--- src/rtl/uart_pkg.sv ---
// Shared UART definitions: FSM state encodings, default bit timing and frame width.
// The transmitter imports the same package, so both ends agree on the encodings.
package uart_pkg;

   localparam int DEFAULT_CLKS_PER_BIT = 87;
   localparam int DATA_BITS            = 8;

   typedef enum logic [2:0] {
      s_IDLE      = 3'd0,
      s_START     = 3'd1,
      s_DATA      = 3'd2,
      s_STOP      = 3'd3,
      s_CLEANUP   = 3'd4,
      s_WAIT_HIGH = 3'd5
   } uart_state_t;

endpackage

--- src/rtl/uart_rx_if.sv ---
// Receive-side signal bundle. The master modport is the receiver itself.
// The slave modport is whoever drives the serial line and consumes the bytes.
interface uart_rx_if;

   logic                           i_Rx_Serial;
   logic                           o_Rx_DV;
   logic [uart_pkg::DATA_BITS-1:0] o_Rx_Byte;
   logic                           o_Rx_Active;
   logic                           o_Rx_Frame_Err;

   modport master (
      input  i_Rx_Serial,
      output o_Rx_DV,
      output o_Rx_Byte,
      output o_Rx_Active,
      output o_Rx_Frame_Err
   );

   modport slave (
      output i_Rx_Serial,
      input  o_Rx_DV,
      input  o_Rx_Byte,
      input  o_Rx_Active,
      input  o_Rx_Frame_Err
   );

endinterface

--- src/rtl/sync_2ff.sv ---
// Two-flop synchronizer for asynchronous inputs, with a selectable reset value.
// Idle-high lines such as UART RX reset to 1 so that leaving reset is not
// mistaken for a start bit.
module sync_2ff #(
   parameter int               WIDTH     = 1,
   parameter logic [WIDTH-1:0] RESET_VAL = '0
) (
   input  logic             i_Clock,
   input  logic             i_Rst_n,
   input  logic [WIDTH-1:0] i_Async,
   output logic [WIDTH-1:0] o_Sync
);

   logic [WIDTH-1:0] r_Meta;
   logic [WIDTH-1:0] r_Sync;

   // First flop may go metastable; the second gives it a full cycle to settle
   always_ff @(posedge i_Clock or negedge i_Rst_n) begin
      if (!i_Rst_n) begin
         r_Meta <= RESET_VAL;
         r_Sync <= RESET_VAL;
      end else begin
         r_Meta <= i_Async;
         r_Sync <= r_Meta;
      end
   end

   assign o_Sync = r_Sync;

endmodule

--- src/rtl/uart_rx.sv ---
// 8N1 UART receiver, LSB first. Finds the start bit edge, re-checks it at
// mid-bit to reject glitches, then samples every data bit and the stop bit at
// their centres. A good frame produces a one-clock o_Rx_DV pulse; a low stop bit
// produces a one-clock o_Rx_Frame_Err pulse instead, and o_Rx_Byte is left alone.
module uart_rx
   import uart_pkg::*;
#(
   parameter int CLKS_PER_BIT = DEFAULT_CLKS_PER_BIT
) (
   input  logic     i_Clock,
   input  logic     i_Rst_n,
   uart_rx_if.master io_Rx
);

   localparam int CNT_W = $clog2(CLKS_PER_BIT);
   localparam int HALF  = (CLKS_PER_BIT - 1) / 2;
   localparam int IDX_W = $clog2(DATA_BITS);

   localparam logic [CNT_W-1:0] C_HALF     = CNT_W'(HALF);
   localparam logic [CNT_W-1:0] C_LAST     = CNT_W'(CLKS_PER_BIT - 1);
   localparam logic [IDX_W-1:0] C_LAST_IDX = IDX_W'(DATA_BITS - 1);

   uart_state_t          r_State;
   logic [CNT_W-1:0]     r_Clk_Count;
   logic [IDX_W-1:0]     r_Bit_Index;
   logic [DATA_BITS-1:0] r_Shift;
   logic [DATA_BITS-1:0] r_Byte;
   logic                 r_DV;
   logic                 r_Frame_Err;
   logic                 r_Active;

   uart_state_t          w_Next_State;
   logic [CNT_W-1:0]     w_Clk_Count;
   logic [IDX_W-1:0]     w_Bit_Index;
   logic [DATA_BITS-1:0] w_Shift;
   logic [DATA_BITS-1:0] w_Byte;
   logic                 w_DV;
   logic                 w_Frame_Err;
   logic                 w_Active;
   logic                 w_Rx;

   sync_2ff #(
      .WIDTH    (1),
      .RESET_VAL(1'b1)
   ) u_Rx_Sync (
      .i_Clock (i_Clock),
      .i_Rst_n (i_Rst_n),
      .i_Async (io_Rx.i_Rx_Serial),
      .o_Sync  (w_Rx)
   );

   // Register the whole receiver state; reset discards any partial frame
   always_ff @(posedge i_Clock or negedge i_Rst_n) begin
      if (!i_Rst_n) begin
         r_State     <= s_IDLE;
         r_Clk_Count <= '0;
         r_Bit_Index <= '0;
         r_Shift     <= '0;
         r_Byte      <= '0;
         r_DV        <= 1'b0;
         r_Frame_Err <= 1'b0;
         r_Active    <= 1'b0;
      end else begin
         r_State     <= w_Next_State;
         r_Clk_Count <= w_Clk_Count;
         r_Bit_Index <= w_Bit_Index;
         r_Shift     <= w_Shift;
         r_Byte      <= w_Byte;
         r_DV        <= w_DV;
         r_Frame_Err <= w_Frame_Err;
         r_Active    <= w_Active;
      end
   end

   // Next-state logic: bit timing, sampling, and the pulse outputs
   always_comb begin
      w_Next_State = r_State;
      w_Clk_Count  = r_Clk_Count;
      w_Bit_Index  = r_Bit_Index;
      w_Shift      = r_Shift;
      w_Byte       = r_Byte;
      w_DV         = 1'b0;
      w_Frame_Err  = 1'b0;
      w_Active     = r_Active;

      case (r_State)
         s_IDLE: begin
            w_Clk_Count = '0;
            w_Bit_Index = '0;
            w_Active    = 1'b0;
            if (!w_Rx) begin
               w_Next_State = s_START;
               w_Active     = 1'b1;
            end
         end

         s_START: begin
            if (r_Clk_Count == C_HALF) begin
               w_Clk_Count = '0;
               if (!w_Rx) begin
                  w_Next_State = s_DATA;
               end else begin
                  w_Next_State = s_IDLE;
                  w_Active     = 1'b0;
               end
            end else begin
               w_Clk_Count = r_Clk_Count + CNT_W'(1);
            end
         end

         s_DATA: begin
            if (r_Clk_Count == C_LAST) begin
               w_Clk_Count          = '0;
               w_Shift[r_Bit_Index] = w_Rx;
               if (r_Bit_Index == C_LAST_IDX) begin
                  w_Bit_Index  = '0;
                  w_Next_State = s_STOP;
               end else begin
                  w_Bit_Index = r_Bit_Index + IDX_W'(1);
               end
            end else begin
               w_Clk_Count = r_Clk_Count + CNT_W'(1);
            end
         end

         s_STOP: begin
            if (r_Clk_Count == C_LAST) begin
               w_Clk_Count = '0;
               if (w_Rx) begin
                  w_Byte = r_Shift;
                  w_DV   = 1'b1;
               end else begin
                  w_Frame_Err = 1'b1;
               end
               w_Active     = 1'b0;
               w_Next_State = s_CLEANUP;
            end else begin
               w_Clk_Count = r_Clk_Count + CNT_W'(1);
            end
         end

         s_CLEANUP: begin
            if (w_Rx) begin
               w_Next_State = s_IDLE;
            end else begin
               w_Next_State = s_WAIT_HIGH;
            end
         end

         s_WAIT_HIGH: begin
            if (w_Rx) begin
               w_Next_State = s_IDLE;
            end
         end

         default: begin
            w_Next_State = s_IDLE;
            w_Clk_Count  = '0;
            w_Bit_Index  = '0;
            w_Active     = 1'b0;
         end
      endcase
   end

   assign io_Rx.o_Rx_DV        = r_DV;
   assign io_Rx.o_Rx_Byte      = r_Byte;
   assign io_Rx.o_Rx_Active    = r_Active;
   assign io_Rx.o_Rx_Frame_Err = r_Frame_Err;

endmodule

--- src/flat_wrapper.sv ---
// flat-port wrapper written by rule: the top's interface ports become plain ports
module uart_rx_flat import uart_pkg::*;
#(
   parameter int CLKS_PER_BIT = DEFAULT_CLKS_PER_BIT
)
  (i_Clock, i_Rst_n, io_Rx_i_Rx_Serial, io_Rx_o_Rx_DV, io_Rx_o_Rx_Byte, io_Rx_o_Rx_Active, io_Rx_o_Rx_Frame_Err);
  uart_rx_if io_Rx_i ();
  input  logic i_Clock;
  input  logic i_Rst_n;
  input wire logic [$bits(io_Rx_i.i_Rx_Serial)-1:0] io_Rx_i_Rx_Serial;
  output wire logic [$bits(io_Rx_i.o_Rx_DV)-1:0] io_Rx_o_Rx_DV;
  output wire logic [$bits(io_Rx_i.o_Rx_Byte)-1:0] io_Rx_o_Rx_Byte;
  output wire logic [$bits(io_Rx_i.o_Rx_Active)-1:0] io_Rx_o_Rx_Active;
  output wire logic [$bits(io_Rx_i.o_Rx_Frame_Err)-1:0] io_Rx_o_Rx_Frame_Err;
  assign io_Rx_i.i_Rx_Serial = io_Rx_i_Rx_Serial;
  assign io_Rx_o_Rx_DV = io_Rx_i.o_Rx_DV;
  assign io_Rx_o_Rx_Byte = io_Rx_i.o_Rx_Byte;
  assign io_Rx_o_Rx_Active = io_Rx_i.o_Rx_Active;
  assign io_Rx_o_Rx_Frame_Err = io_Rx_i.o_Rx_Frame_Err;
  uart_rx #(.CLKS_PER_BIT(CLKS_PER_BIT)) u_core (.i_Clock(i_Clock), .i_Rst_n(i_Rst_n), .io_Rx(io_Rx_i));
endmodule
--- config.mk ---
export PLATFORM = sky130hd
export DESIGN_NAME = uart_rx_flat
export DESIGN_NICKNAME = d
export VERILOG_FILES = /design/src/rtl/uart_pkg.sv /design/src/rtl/uart_rx_if.sv /design/src/rtl/sync_2ff.sv /design/src/rtl/uart_rx.sv /design/src/flat_wrapper.sv
export SDC_FILE = /design/constraint.sdc
export NUM_CORES = 1
export LEC_CHECK = 0
export ABC_AREA = 1
export CAP_MARGIN = 40
export CORE_MARGIN = 2
export CORE_UTILIZATION = 51
export CTS_CLUSTER_DIAMETER = 40
export DETAILED_ROUTE_END_ITERATION = 8
export GPL_TIMING_DRIVEN = 0
export PLACE_DENSITY = 0.74
export SLEW_MARGIN = 20
export SYNTH_ARGS = -nofsm -noshare
export SYNTH_HDL_FRONTEND = slang
export SYNTH_SLANG_ARGS = --single-unit
--- constraint.sdc ---
create_clock -name i_Clock -period 1.3 [get_ports i_Clock]
set_input_delay 0.39 -clock i_Clock [delete_from_list [all_inputs] [get_ports i_Clock]]
set_output_delay 0.39 -clock i_Clock [all_outputs]
set_load 0.1 [all_outputs]
=== Word-level counts from Yosys, hierarchy flattened ===
Cells that the tools add are included.

* Output and inout port bits: 11
* Flip-flop bits (word level): 34

* Reduce and logical (&&, ||, !) cells: 11
* Magnitude comparators: 2
* Equality and inequality tests: 15
* Add/subtract/negate cells: 2
* Bitwise operators: 2
* Muxes and demuxes: 28

{| class="wikitable"
|+ Operators with widths
! kind !! number
|-
| $mux 3 || 9
|-
| $pmux 7 s3 || 1
|-
| $pmux 3 s6 || 1
|-
| $mux 7 || 2
|-
| $mux 1 || 10
|-
| $eq 3x3->1 const B || 3
|-
| $bwmux 8 || 1
|-
| $ne 2x1->1 const B || 4
|-
| $add 7x1->7 const B || 1
|-
| $eq 7x6->1 const B || 1
|-
| $eq 7x7->1 const B || 1
|-
| $eq 3x2->1 const B || 2
|-
| $ne 2x2->1 const B || 3
|-
| $pmux 3 s2 || 1
|-
| $reduce_and 6->1 || 1
|-
| $lt 3x4->1 const B || 1
|-
| $pmux 1 s4 || 1
|-
| $reduce_and 2->1 || 2
|-
| $reduce_and 4->1 || 1
|-
| $reduce_or 2->1 || 2
|-
| $reduce_or 4->1 || 1
|-
| $add 3x1->3 const B || 1
|-
| $demux 1 s3 || 1
|-
| $eq 3x1->1 const B || 1
|-
| 7 further kinds || 8
|}

=== Depth between registers and ports, before layout ===
Gate-level depths: netlist of run 1.

* Word-level depth: 5
* Depth in mapped cells: 11

=== By module ===
From an unflattened synthesis of run 1, not the netlist that was laid out.

* Cells, all modules: 201
* Area, all modules: 1,726.7 um2

{| class="wikitable"
|+ By module, submodules not included
! module !! area an instance (um2) !! seq. area each (um2) !! times used !! cells each
|-
| uart_rx || 1,674.1 || 800.8 || 1 || 199
|-
| sync_2ff || 52.6 || 52.6 || 1 || 2
|}

=== Least setup slack after synthesis of run 1 ===
No wires, ideal clock.

* Path kind: register -> register
* Start point: register u_core.r_Clk_Count[0]
* End point: register u_core.r_Clk_Count[6]
* Clock period less this slack: 1.363 ns
* Library setup time: 0.113 ns
* Setup slack: -0.063 ns
* Stages on the path, launching flop included: 12
* Required time: 1.187 ns
* Arrival time: 1.250 ns
* Cell sequence: dfrtp_1 > inv_1 > ha_1 > nand2_1 > inv_1 > nand3_4 > nand2_2 > nand2_2 > nor2_4 > inv_2 > nand2_1 > inv_1

* Word-level cells in the longest chain between the ends: 3

{| class="wikitable"
|+ RTL lines
! element !! line !! source
|-
| start: declaration || uart_rx.sv:24 || <nowiki>logic [CNT_W-1:0] r_Clk_Count;</nowiki>
|-
| start signal: assignment || uart_rx.sv:65 || <nowiki>r_Clk_Count <= w_Clk_Count;</nowiki>
|-
| $add 7x1->7, or another cell as far along || uart_rx.sv:107, uart_rx.sv:122, uart_rx.sv:138 ||
|-
| $mux 7 (on tied branches) || uart_rx.sv:112, uart_rx.sv:127, uart_rx.sv:98 ||
|-
| $pmux 7 s3 * || uart_rx.sv:86 || <nowiki>case (r_State)</nowiki>
|}

Every way passes the cells marked *; elsewhere a longest branch is shown, timed or not.
A chain may end at the register's enable or synchronous reset.

=== Worst setup path in the final report of run 1 ===
* Start point: register u_core.r_Clk_Count[0]
* End point: register u_core.r_Shift[3]

* Word-level cells in the longest chain between the ends: 2

{| class="wikitable"
|+ RTL lines
! element !! line !! source
|-
| $eq 7x7->1 || uart_rx.sv:112 || <nowiki>if (r_Clk_Count == C_LAST) begin</nowiki>
|-
| $reduce_and 2->1 (no source line) || -- ||
|-
| end signal: assignment || uart_rx.sv:67 || <nowiki>r_Shift <= w_Shift;</nowiki>
|-
| end: declaration || uart_rx.sv:26 || <nowiki>logic [DATA_BITS-1:0] r_Shift;</nowiki>
|}

No other way between the ends.

==> results by group, run 1 <==
Clock network
  • CTS Root Cell: clkbuf_4
  • Clk_lat worst skew: approximately 0.34 ns
  • # H-tree levels: 2
  • Cts bufs inserted: 5
  • Clk buf depth: 2
  • CTS tree: yes
  • Number of clock sinks: 34
  • Clock slew at reported path FFs: around 0.11 ns

Setup path
  • Worst path slowest cell: dfrtp_1
  • CP top delay family: simple AND/OR/NAND/NOR gates
  • Crit path launch: u_core.r_Clk_Count[0]
  • Max incr delay on CP: around 0.42 ns
  • Reg2reg setup slack: -0.19 ns
  • CP Depth: 9
  • Worst-path fanout max: 8
  • Cell repeated most along the worst path: inv_2
  • CP Launch Type: flop
  • R2R Path Start: u_core.r_Clk_Count[0]
  • Worst r2r dst: u_core.r_Shift[3]
  • Critical path class: flop to flop
  • CP Capture Type: flop
  • Data arrival, critical path: between 1.5 and 2 ns
  • R2R depth: 9
  • Critical Path, Cell by Cell: inv_2 > ha_4 > nand2_2 > inv_2 > nand3_4 > nor2_8 > nand3_2 > nand2_1 > o21ai_1
  • Buf/Inv on CP: 2
  • Crit path required time: around 1.5 ns

Synth
  • Ranking of synthesized cells by area: dfrtp_1, nand2_1, nand3_1, inv_1, nor2_1
  • Post-synthesis average cell area: 8.29 µm²
  • Sequential share of the synthesized area: 0.497
  • Synthesized area: ~1700 µm²
  • Area leader, netlist: dfrtp_1
  • Mapped Nets: 214
  • YS warnings: 0
  • Post-synthesis instance total: ~210
  • Distinct cells, synth: 24
  • #FFs+latches synth: 34
  • Share of the synthesized area in the top cell type: 0.467

Placement
  • Post-Place Cells: 278
  • # port buffers: 13
  • HPWL after detailed placement: ~2400 µm
  • GPL Wtd Cong: about 0.89

Drt
  • WL/cell: ~13 µm
  • Remaining antenna violation count: 0
  • Vias per std cell: 5.07
  • Drt initial violations: 52
  • 1st-pass router iterations: 4
  • Total Wirelength: about 3800 µm
  • Residual DRC: 0
  • Vias: 1,486

Run status
  • Failing checks: negative setup slack
  • Status: finished, violations left

STA
  • Worst hold margin: 0.361 ns
  • Peak Freq: between 600 and 700 MHz
  • Period utilization: 1.15
  • Final Hold Viols: 0
  • Max-slew headroom: 0.706
  • Clk_skew: roughly 0.014 ns
  • Setup ws final: -0.189 ns
  • Fin crit period: 1.49 ns
  • Pins Over Slew Limit: 0
  • RSZ-0062 raised after global routing: true
  • Setup TNS: -3.85 ns
  • Least-Margin Pin Slew: ~0.44 ns
  • Final Setup Violations: 40

Final layout
  • Final nets: ~250
  • Final Util: 0.720
  • Final cell count without fillers: slightly below 300
  • Share of layout cells above drive strength 1: 0.348
  • # fillers: 233
  • Layout area overhead: 37.8%
  • Ant. Diodes: 0

Die
  • I/O pin total: 14
  • Die span in x: just over 60 µm
  • Site row count: 21
  • CORE AREA: ~3300 µm²
  • Initial Util: 0.522
  • Total die area: 3840 µm²
  • Die span in y: about 62 µm

Global route
  • Number of global-route vias before repair: around 1,400
  • Pin count of the biggest net entering global routing: 19
  • Initial antenna violation count: 0
  • GR Overflow Total: 0
  • Global-route wire length before repair: 6120 µm
  • GRT Util Overall: 0.221

Job
  • Maxcap violations: 0

Hold path
  • Type of the most critical hold path: flop to flop
  • Worst hold start: u_core.u_Rx_Sync.r_Meta
  • Worst Hold Path EP: u_core.u_Rx_Sync.o_Sync
  • WHS Path Cells: 0

Power and ir drop
  • Pwr dens: around 1400 nW/µm²
  • Total leakage power: between 1 and 1.5 nW
  • IR drop worst, VDD: 1.40 mV
placed cells by master (no fill, tap or decap), drive strengths merged:
cell type,synthesis,layout
nand4,1,1
ha,4,4
nor3,5,5
nand3,27,27
inv,27,26
clkbuf,1,7
o31ai,1,1
buf,0,31
nand2,66,66
nor2,23,23
dfrtp,32,32
dlygate4sd3,0,1
clkdlybuf4s50,0,1
a21oi,2,2
dfstp,2,2
o21ai,15,15
and3,1,1
bufinv,0,1
clkinvlp,0,1
synthesized netlist by cell type:
cell,number
ha_1,4
nor3_1,5
nand2_1,60
nand4_1,1
nand3_4,2
inv_1,21
nor2_8,1
clkbuf_2,1
dfrtp_1,32
a21oi_1,2
dfstp_2,2
nor2_1,16
nor2_2,3
nand3_1,24
inv_2,5
nor2_4,3
nand2_2,4
o21ai_1,11
nand2_4,2
inv_6,1
nand3_2,1
and3_1,1
o21ai_0,4
o31ai_1,1
area by class of cell:
| type | instances | area (µm²) | share of cell area |
|---|---|---|---|
| clock buffers | 7 | 45.0 | 0.0191 |
| clock inverters | 1 | 30.0 | 0.0127 |
| inverters | 27 | 115 | 0.0487 |
| multi-input cells | 145 | 855 | 0.362 |
| flip-flops and latches | 34 | 858 | 0.363 |
| well taps | 46 | 57.6 | 0.0244 |
| repair buffers | 33 | 403 | 0.170 |
through the flow:
step	setup slack (ns)	power (mW)	area [µm²]
6_report	-0.189	3.41	2360
3_3_place_gp	-0.843	2.37	1920
4_1_cts	-0.149	3.29	2310
3_5_place_dp	-0.165	2.44	2110
2_1_floorplan	-0.0241	2.16	1730
5_1_grt	-0.283	3.64	2360
cell families (layout without fill, tap and decap cells):
kind of cell             Yosys count  count (layout)  share of synthesized area
AO/OA/AOI/OAI                     18              18                     0.0540
adder cells (fa/ha/maj)            4               4                     0.0292
buffers and inverters             28              68                     0.0649
flip-flops                        34              34                      0.497
AND/OR/NAND/NOR                  123             123                      0.354
repair_timing:
item,4_1_cts,5_1_grt
setup buffers,9,7
endpoints found under the setup margin,42,43
pin swaps,6,3
hold buffers,1,0
endpoints found under the hold margin,9,0
gates resized for setup,64,12
power breakdown:
part | switching, mW | internal [mW] | leakage [nW]
logic | 0.891 | 0.479 | 0.675
registers | 0.126 | 1.17 | 0.452
clock network | 0.343 | 0.408 | 0.0395
routing by layer:
| layer | track usage | wire length (µm) | vias to the layer above | share of wire |
|---|---|---|---|---|
| li1 | - | - | 741 | - |
| met5 | 0 | 0 | - | 0 |
| met4 | 0.0638 | 75 | 0 | 0.020 |
| met2 | 0.357 | 1940 | 33 | 0.51 |
| met1 | 0.293 | 1650 | 703 | 0.43 |
| met3 | 0.0580 | 133 | 9 | 0.035 |
sequential cells by signal, indices dropped and copies added (netlist names):
signal / cells
u_core.r_Bit_Index: 3
u_core.r_Clk_Count: 7
u_core.io_Rx.o_Rx_Byte: 8
u_core.r_Shift: 8
u_core.r_State: 3
u_core.u_Rx_Sync.r_Meta: 1
u_core.u_Rx_Sync.o_Sync: 1
u_core.io_Rx.o_Rx_Frame_Err: 1
u_core.io_Rx.o_Rx_DV: 1
u_core.io_Rx.o_Rx_Active: 1
worst max-delay path by stage:
stage	slack, ns	end
finish	-0.19	u_core.r_Shift[3]
global route	-0.28	u_core.r_Clk_Count[6]
CTS	-0.15	u_core.r_Clk_Count[6]
detailed placement	-0.17	io_Rx_o_Rx_Byte[0]
global placement	-0.84	u_core.r_Clk_Count[1]
floorplan	-0.02	u_core.r_Clk_Count[6]
Note: power is estimated with default switching activity, not from simulation.
==> run 2, diff against run 1 <==
Settings changed: CORE_UTILIZATION 51 to 55, PLACE_DENSITY 0.74 to 0.76.
Clock period 1.3 ns to 1.7 ns, I/O delays scaled along.
==> run 2 against run 1 <==
Against the previous run:
- the flow now finishes without violations
- register-to-register slack improved by 0.35 ns
- critical path depth rose by 2
- cell area fell by 13%
- core utilization fell by 3.3 points
- via count fell by 5.9%
- largest cell class unchanged
==> results by group, run 2 (synthesis gave the netlist of run 1 again) <==
Run status
  • Status: finished, final reports clean

STA
  • Clk_skew: 0.00611 ns (-0.00748 ns)
  • Final Setup Violations: 0 (-100%)
  • Max-slew headroom: 0.512 (-0.194)
  • Least-Margin Pin Slew: 0.732 ns (+0.291 ns)
  • Peak Freq: 648 MHz (-3.5%)
  • Setup TNS: 0 ns (+3.85 ns)
  • Final Hold Viols: 0 (unchanged)
  • RSZ-0062 raised after global routing: true
  • Pins Over Slew Limit: 0 (unchanged)
  • Worst hold margin: 0.212 ns (-0.149 ns)
  • Fin crit period: 1.54 ns (+0.0535 ns)
  • Period utilization: 0.908 (-0.238)

Die
  • Site row count: 20 (-4.8%)
  • Die span in x: 59.8 µm (-3.5%)
  • Total die area: 3580 µm² (-6.8%)
  • Die span in y: 59.8 µm (-3.5%)
  • I/O pin total: 14 (unchanged)
  • CORE AREA: 3000 µm² (-8.6%)
  • Initial Util: 0.571 (+0.0490)

Power and ir drop
  • Pwr dens: 1120 nW/µm² (-23%)
  • IR drop worst, VDD: 0.895 mV (-36%)
  • Total leakage power: 1.06 nW (-8.8%)

Setup path
  • CP Launch Type: flop
  • CP Capture Type: flop
  • R2R Path Start: u_core.r_Clk_Count[0]
  • Worst setup path end: u_core.r_Clk_Count[5]
  • R2R depth: 11 (+2)
  • Data arrival, critical path: 1.79 ns (+0.06 ns)
  • Crit path required time: 1.95 ns (+0.41 ns)
  • Worst-path fanout max: 4 (-4)
  • Max incr delay on CP: 0.42 ns (about the same)
  • Critical Path, Cell by Cell: inv_1 > ha_1 > nand2_1 > inv_1 > nand3_4 > nand2_2 > nand2_2 > nor2_4 > inv_2 > nand2_1 > inv_1
  • Cell repeated most along the worst path: inv_1
  • Crit path launch: u_core.r_Clk_Count[0]
  • Worst path slowest cell: dfrtp_1
  • Worst r2r dst: u_core.r_Clk_Count[5]
  • Critical path class: flop to flop
  • Reg2reg setup slack: 0.16 ns (+0.35 ns)

Final layout
  • Final cell count without fillers: 261 (-11%)
  • Ant. Diodes: 0 (unchanged)
  • Share of layout cells above drive strength 1: 0.197 (-0.151)
  • Most common cell after layout, fill and taps aside: nand2_1
  • Layout area overhead: 20.2%
  • Most frequent cells in the layout: nand2_1, dfrtp_1, nand3_1
  • Final nets: 234 (-7.5%)

Hold path
  • Type of the most critical hold path: input pin to async pin

Placement
  • # port buffers: 13 (unchanged)
  • GPL Wtd Cong: 0.923 (+3.1%)
  • Post-Place Cells: 264 (-5.0%)
  • HPWL after detailed placement: 2480 µm (+5.1%)

Clock network
  • Clock slew at reported path FFs: 0.10 ns (about the same)
  • Clk_lat worst skew: 0.34 ns (about the same)
  • Hold_buf cts: 0 (-1)
  • Cts bufs inserted: 5 (unchanged)
  • # H-tree levels: 2 (unchanged)
  • Setup Fix Bufs, Post-CTS: 0 (-9)
  • CTS tree: yes
  • Number of clock sinks: 34 (unchanged)
  • Clk buf depth: 2 (unchanged)
  • CTS Root Cell: clkbuf_4

Drt
  • WL/cell: 12.7 µm (-2.1%)
  • Vias: 1,398 (-5.9%)
  • 1st-pass router iterations: 5 (+1)
  • Residual DRC: 0 (unchanged)
  • Vias per std cell: 5.36 (+5.6%)
  • Remaining antenna violation count: 0 (unchanged)
  • Total Wirelength: 3320 µm (-13%)
  • Drt initial violations: 62 (+19%)

Global route
  • GRT Util Overall: 0.218 (-0.00356)
  • GR Overflow Total: 0 (unchanged)
  • Initial antenna violation count: 0 (unchanged)
  • Pin count of the biggest net entering global routing: 35 (+16)
  • Global-route wire length before repair: 5660 µm (-7.5%)
  • Number of global-route vias before repair: 1,231 (-9.9%)

Job
  • Maxcap violations: 0 (unchanged)
[run 2: changes by cell type in the layout (fill, tap and decap cells not counted), moves of 3 or more]
cell,delta
nand3_2,-8
nand2_2,-3
nand3_1,+8
nand2_1,+4
dfrtp_2,-4
buf_4,-16
dfrtp_1,+4
inv_1,+3
[run 2: worst min-delay path by stage]
stage | startpoint | endpoint | slack (ns) | cells after the start
2_1_floorplan | i_Rst_n | u_core.io_Rx.o_Rx_Active | 0.21 | 0
3_3_place_gp | u_core.u_Rx_Sync.r_Meta | u_core.u_Rx_Sync.o_Sync | 0.35 | 0
3_5_place_dp | u_core.u_Rx_Sync.r_Meta | u_core.u_Rx_Sync.o_Sync | 0.35 | 0
4_1_cts | i_Rst_n | u_core.r_Bit_Index[1] | 0.23 | 1
5_1_grt | i_Rst_n | u_core.io_Rx.o_Rx_Active | 0.27 | 1
6_report | i_Rst_n | u_core.io_Rx.o_Rx_Active | 0.21 | 1
[run 2: area by class of cell]
cell class / instances / area [µm²]
sequential: 34 / 853
tap: 33 / 41.3
fill: 243 / 941
clock inverter: 1 / 5.00
buffer: 1 / 5.00
inverter: 27 / 106
clock buffer: 7 / 55.1
multi-input combinational: 145 / 761
timing repair buffer: 13 / 235
[run 2: report_power, final]
group	internal, mW	switching (mW)	total, mW
sequential	0.889	0.0991	0.988
clock	0.200	0.272	0.472
combinational	0.262	0.582	0.844
[run 2: per-layer routing]
| metal | up-vias | wire [µm] | GRT usage |
|---|---|---|---|
| met3 | 6 | 129 | 0.0519 |
| met4 | 0 | 51 | 0.0952 |
| li1 | 703 | - | - |
| met1 | 664 | 1580 | 0.300 |
| met2 | 25 | 1570 | 0.326 |
| met5 | - | 0 | 0 |
[run 2: stage by stage]
step | area (µm²) | utilization | total power [mW] | worst slack [ns]
floorplan | 1720 | - | 1.63 | 0.292
global placement | 1890 | 0.628 | 1.77 | -0.480
detailed placement | 2050 | 0.682 | 1.85 | 0.0816
CTS | 2050 | 0.683 | 2.31 | 0.146
global route | 2060 | 0.687 | 2.46 | -0.00217
finish | 2060 | 0.687 | 2.30 | 0.157
[run 2: timing repair]
item	4_1_cts	5_1_grt
endpoints found under the hold margin	0	0
resized for setup	11	2
setup endpoints to repair	11	3
[run 2: worst max-delay path, delay by kind of cell (launching register included)]
family / cells / cell delay [ns]
fa+ha+maj: 1 / 0.18
buf+inv: 4 / 0.28
flops: 1 / 0.42
simple gates: 6 / 0.56
==> run 3, diff against run 2 <==
Settings changed: SETUP_SLACK_MARGIN set to 0.15.
==> run 3 against run 2 <==
Against the previous run:
- critical path depth decreased by 9
- clock skew is 0.00098 ns higher
- first-iteration DRC count up 21%
- critical path type is now flop to primary output
- global-route usage rose by 0.50 points
- core utilization rose by 8.2 points
==> results by group, run 3 (synthesis gave the netlist of run 1 again) <==
Run status
  • Status: finished, final reports clean

Setup path
  • Crit path required time: 1.19 ns (-0.76 ns)
  • Data arrival, critical path: 1.05 ns (-0.74 ns)
  • R2R depth: 9 (-2)
  • Reg2reg setup slack: 0.17 ns (about the same)
  • Worst-path fanout max: 2 (-2)
  • CP Capture Type: primary output
  • Critical path class: flop to primary output
  • Worst r2r dst: u_core.r_Shift[3]
  • R2R Path Start: u_core.r_Clk_Count[0]
  • CP Launch Type: flop

Power and ir drop
  • Pwr dens: 1080 nW/µm² (-3.7%)
  • IR drop worst, VDD: 0.995 mV (+11%)
  • Total leakage power: 1.17 nW (+9.8%)
  • Total power: 2.48 mW (+7.7%)

Clock network
  • Clk_lat worst skew: 0.35 ns (about the same)
  • CTS tree: yes
  • Cts bufs inserted: 5 (unchanged)
  • Clk buf depth: 2 (unchanged)
  • Number of clock sinks: 34 (unchanged)
  • Clock slew at reported path FFs: 0.10 ns (about the same)
  • CTS Root Cell: clkbuf_4
  • # H-tree levels: 2 (unchanged)

Placement
  • # port buffers: 13 (unchanged)
  • Placed standard-cell area: 2050 µm² (unchanged)
  • GPL Wtd Cong: 0.923 (unchanged)
  • Placement Setup Slack: 0.0816 ns (unchanged)
  • HPWL after detailed placement: 2480 µm (unchanged)

Final layout
  • Register area: 857 µm² (+0.44%)
  • Final nets: 254 (+8.5%)
  • Most frequent cells in the layout: nand2_1, dfrtp_1, inv_1
  • Layout area overhead: 34.5%
  • Ant. Diodes: 0 (unchanged)
  • Share of layout cells above drive strength 1: 0.347 (+0.149)
  • Most common cell after layout, fill and taps aside: nand2_1
  • Footprint of the multi-input gates: 868 µm² (+14%)
  • Final Cell Area: 2310 µm² (+12%)
  • # fillers: 203 (-16%)
  • Final Util: 0.768 (+0.0817)

Drt
  • Residual DRC: 0 (unchanged)
  • Drt initial violations: 75 (+21%)
  • Remaining antenna violation count: 0 (unchanged)
  • Vias per std cell: 5.32 (-0.61%)
  • Vias: 1,496 (+7.0%)
  • WL/cell: 13.7 µm (+7.3%)
  • 1st-pass router iterations: 4 (-1)
  • Total Wirelength: 3840 µm (+16%)

STA
  • Max-slew headroom: 0.504 (-0.00790)
  • Peak Freq: 641 MHz (-1.0%)
  • Period utilization: 0.917 (+0.00944)
  • Worst hold margin: 0.218 ns (+0.00632 ns)
  • Fin crit period: 1.56 ns (+0.0160 ns)
  • Final Hold Viols: 0 (unchanged)
  • Final Setup Violations: 0 (unchanged)
  • RSZ-0062 raised after global routing: true
  • Pins Over Slew Limit: 0 (unchanged)
  • Clk_skew: 0.00709 ns (+0.000977 ns)
  • Setup ws final: 0.141 ns (-0.0160 ns)
  • Least-Margin Pin Slew: 0.744 ns (+0.0118 ns)

Die
  • Die span in y: 59.8 µm (unchanged)
  • Initial Util: 0.571 (unchanged)
  • Die span in x: 59.8 µm (unchanged)
  • CORE AREA: 3000 µm² (unchanged)
  • I/O pin total: 14 (unchanged)
  • Total die area: 3580 µm² (unchanged)
  • Site row count: 20 (unchanged)

Global route
  • Global-route wire length before repair: 5820 µm (+2.7%)
  • GRT Util Overall: 0.223 (+0.00502)
  • GR Overflow Total: 0 (unchanged)
  • Number of global-route vias before repair: 1,278 (+3.8%)
  • Pin count of the biggest net entering global routing: 35 (unchanged)
  • Initial antenna violation count: 0 (unchanged)

Hold path
  • Type of the most critical hold path: input pin to async pin

Job
  • Maxcap violations: 0 (unchanged)
-- run 3: changes by cell type in the layout (fill, tap and decap cells not counted), sizes merged --
cell,delta
buf,+20
clkinvlp,+1
inv,-1
-- run 3: worst max path at each step --
stage	from	end	slack [ns]	cells past startpoint
floorplan	u_core.io_Rx.o_Rx_Byte[0]	io_Rx_o_Rx_Byte[0]	0.29	0
global placement	i_Rst_n	u_core.r_Shift[4]	-0.48	1
detailed placement	u_core.io_Rx.o_Rx_Byte[1]	io_Rx_o_Rx_Byte[1]	0.08	2
CTS	u_core.io_Rx.o_Rx_Byte[1]	io_Rx_o_Rx_Byte[1]	0.12	2
global route	u_core.r_Clk_Count[0]	u_core.r_Shift[3]	0.08	9
finish	u_core.io_Rx.o_Rx_Byte[4]	io_Rx_o_Rx_Byte[4]	0.14	2
-- run 3: where the power goes --
part           switching [mW]  internal [mW]  total, mW  leakage [nW]
Clock                   0.271          0.200      0.471        0.0353
Combinational           0.677          0.345       1.02         0.678
Sequential             0.0963          0.893      0.989         0.454
-- run 3: cell type report --
class	instances	share of cell area
multi-input combinational	145	0.376
sequential	34	0.371
timing repair buffer	33	0.157
inverter	27	0.0477
clock buffer	7	0.0239
tap	33	0.0179
buffer	1	0.00325
clock inverter	1	0.00217
-- run 3: per-stage QoR --
stage | setup TNS [ns] | instances
floorplan | 0 | 207
global placement | -18.56 | 253
detailed placement | 0 | 264
CTS | 0 | 273
global route | 0 | 281
finish | 0 | 281
-- run 3: layer usage --
| layer | up-vias | wire, µm | GRT usage |
|---|---|---|---|
| li1 | 744 | - | - |
| met1 | 707 | 1660 | 0.299 |
| met3 | 7 | 134 | 0.0519 |
| met2 | 38 | 1980 | 0.345 |
| met4 | 0 | 70 | 0.0952 |
| met5 | - | 0 | 0 |
-- run 3: what timing repair did --
action                     in CTS  in global routing
gates resized for setup        47                 32
cloned                          0                  0
hold endpoints to repair        0                  0
setup buffers                   3                  8
pin swaps                       0                 11
hold buffers                    0                  0
setup endpoints to repair      13                 38
-- run 3: worst max-delay path: stages, from the launching register on --
cell,delay (ns)
dfrtp_1,0.40
buf_2,0.14
buf_12,0.16
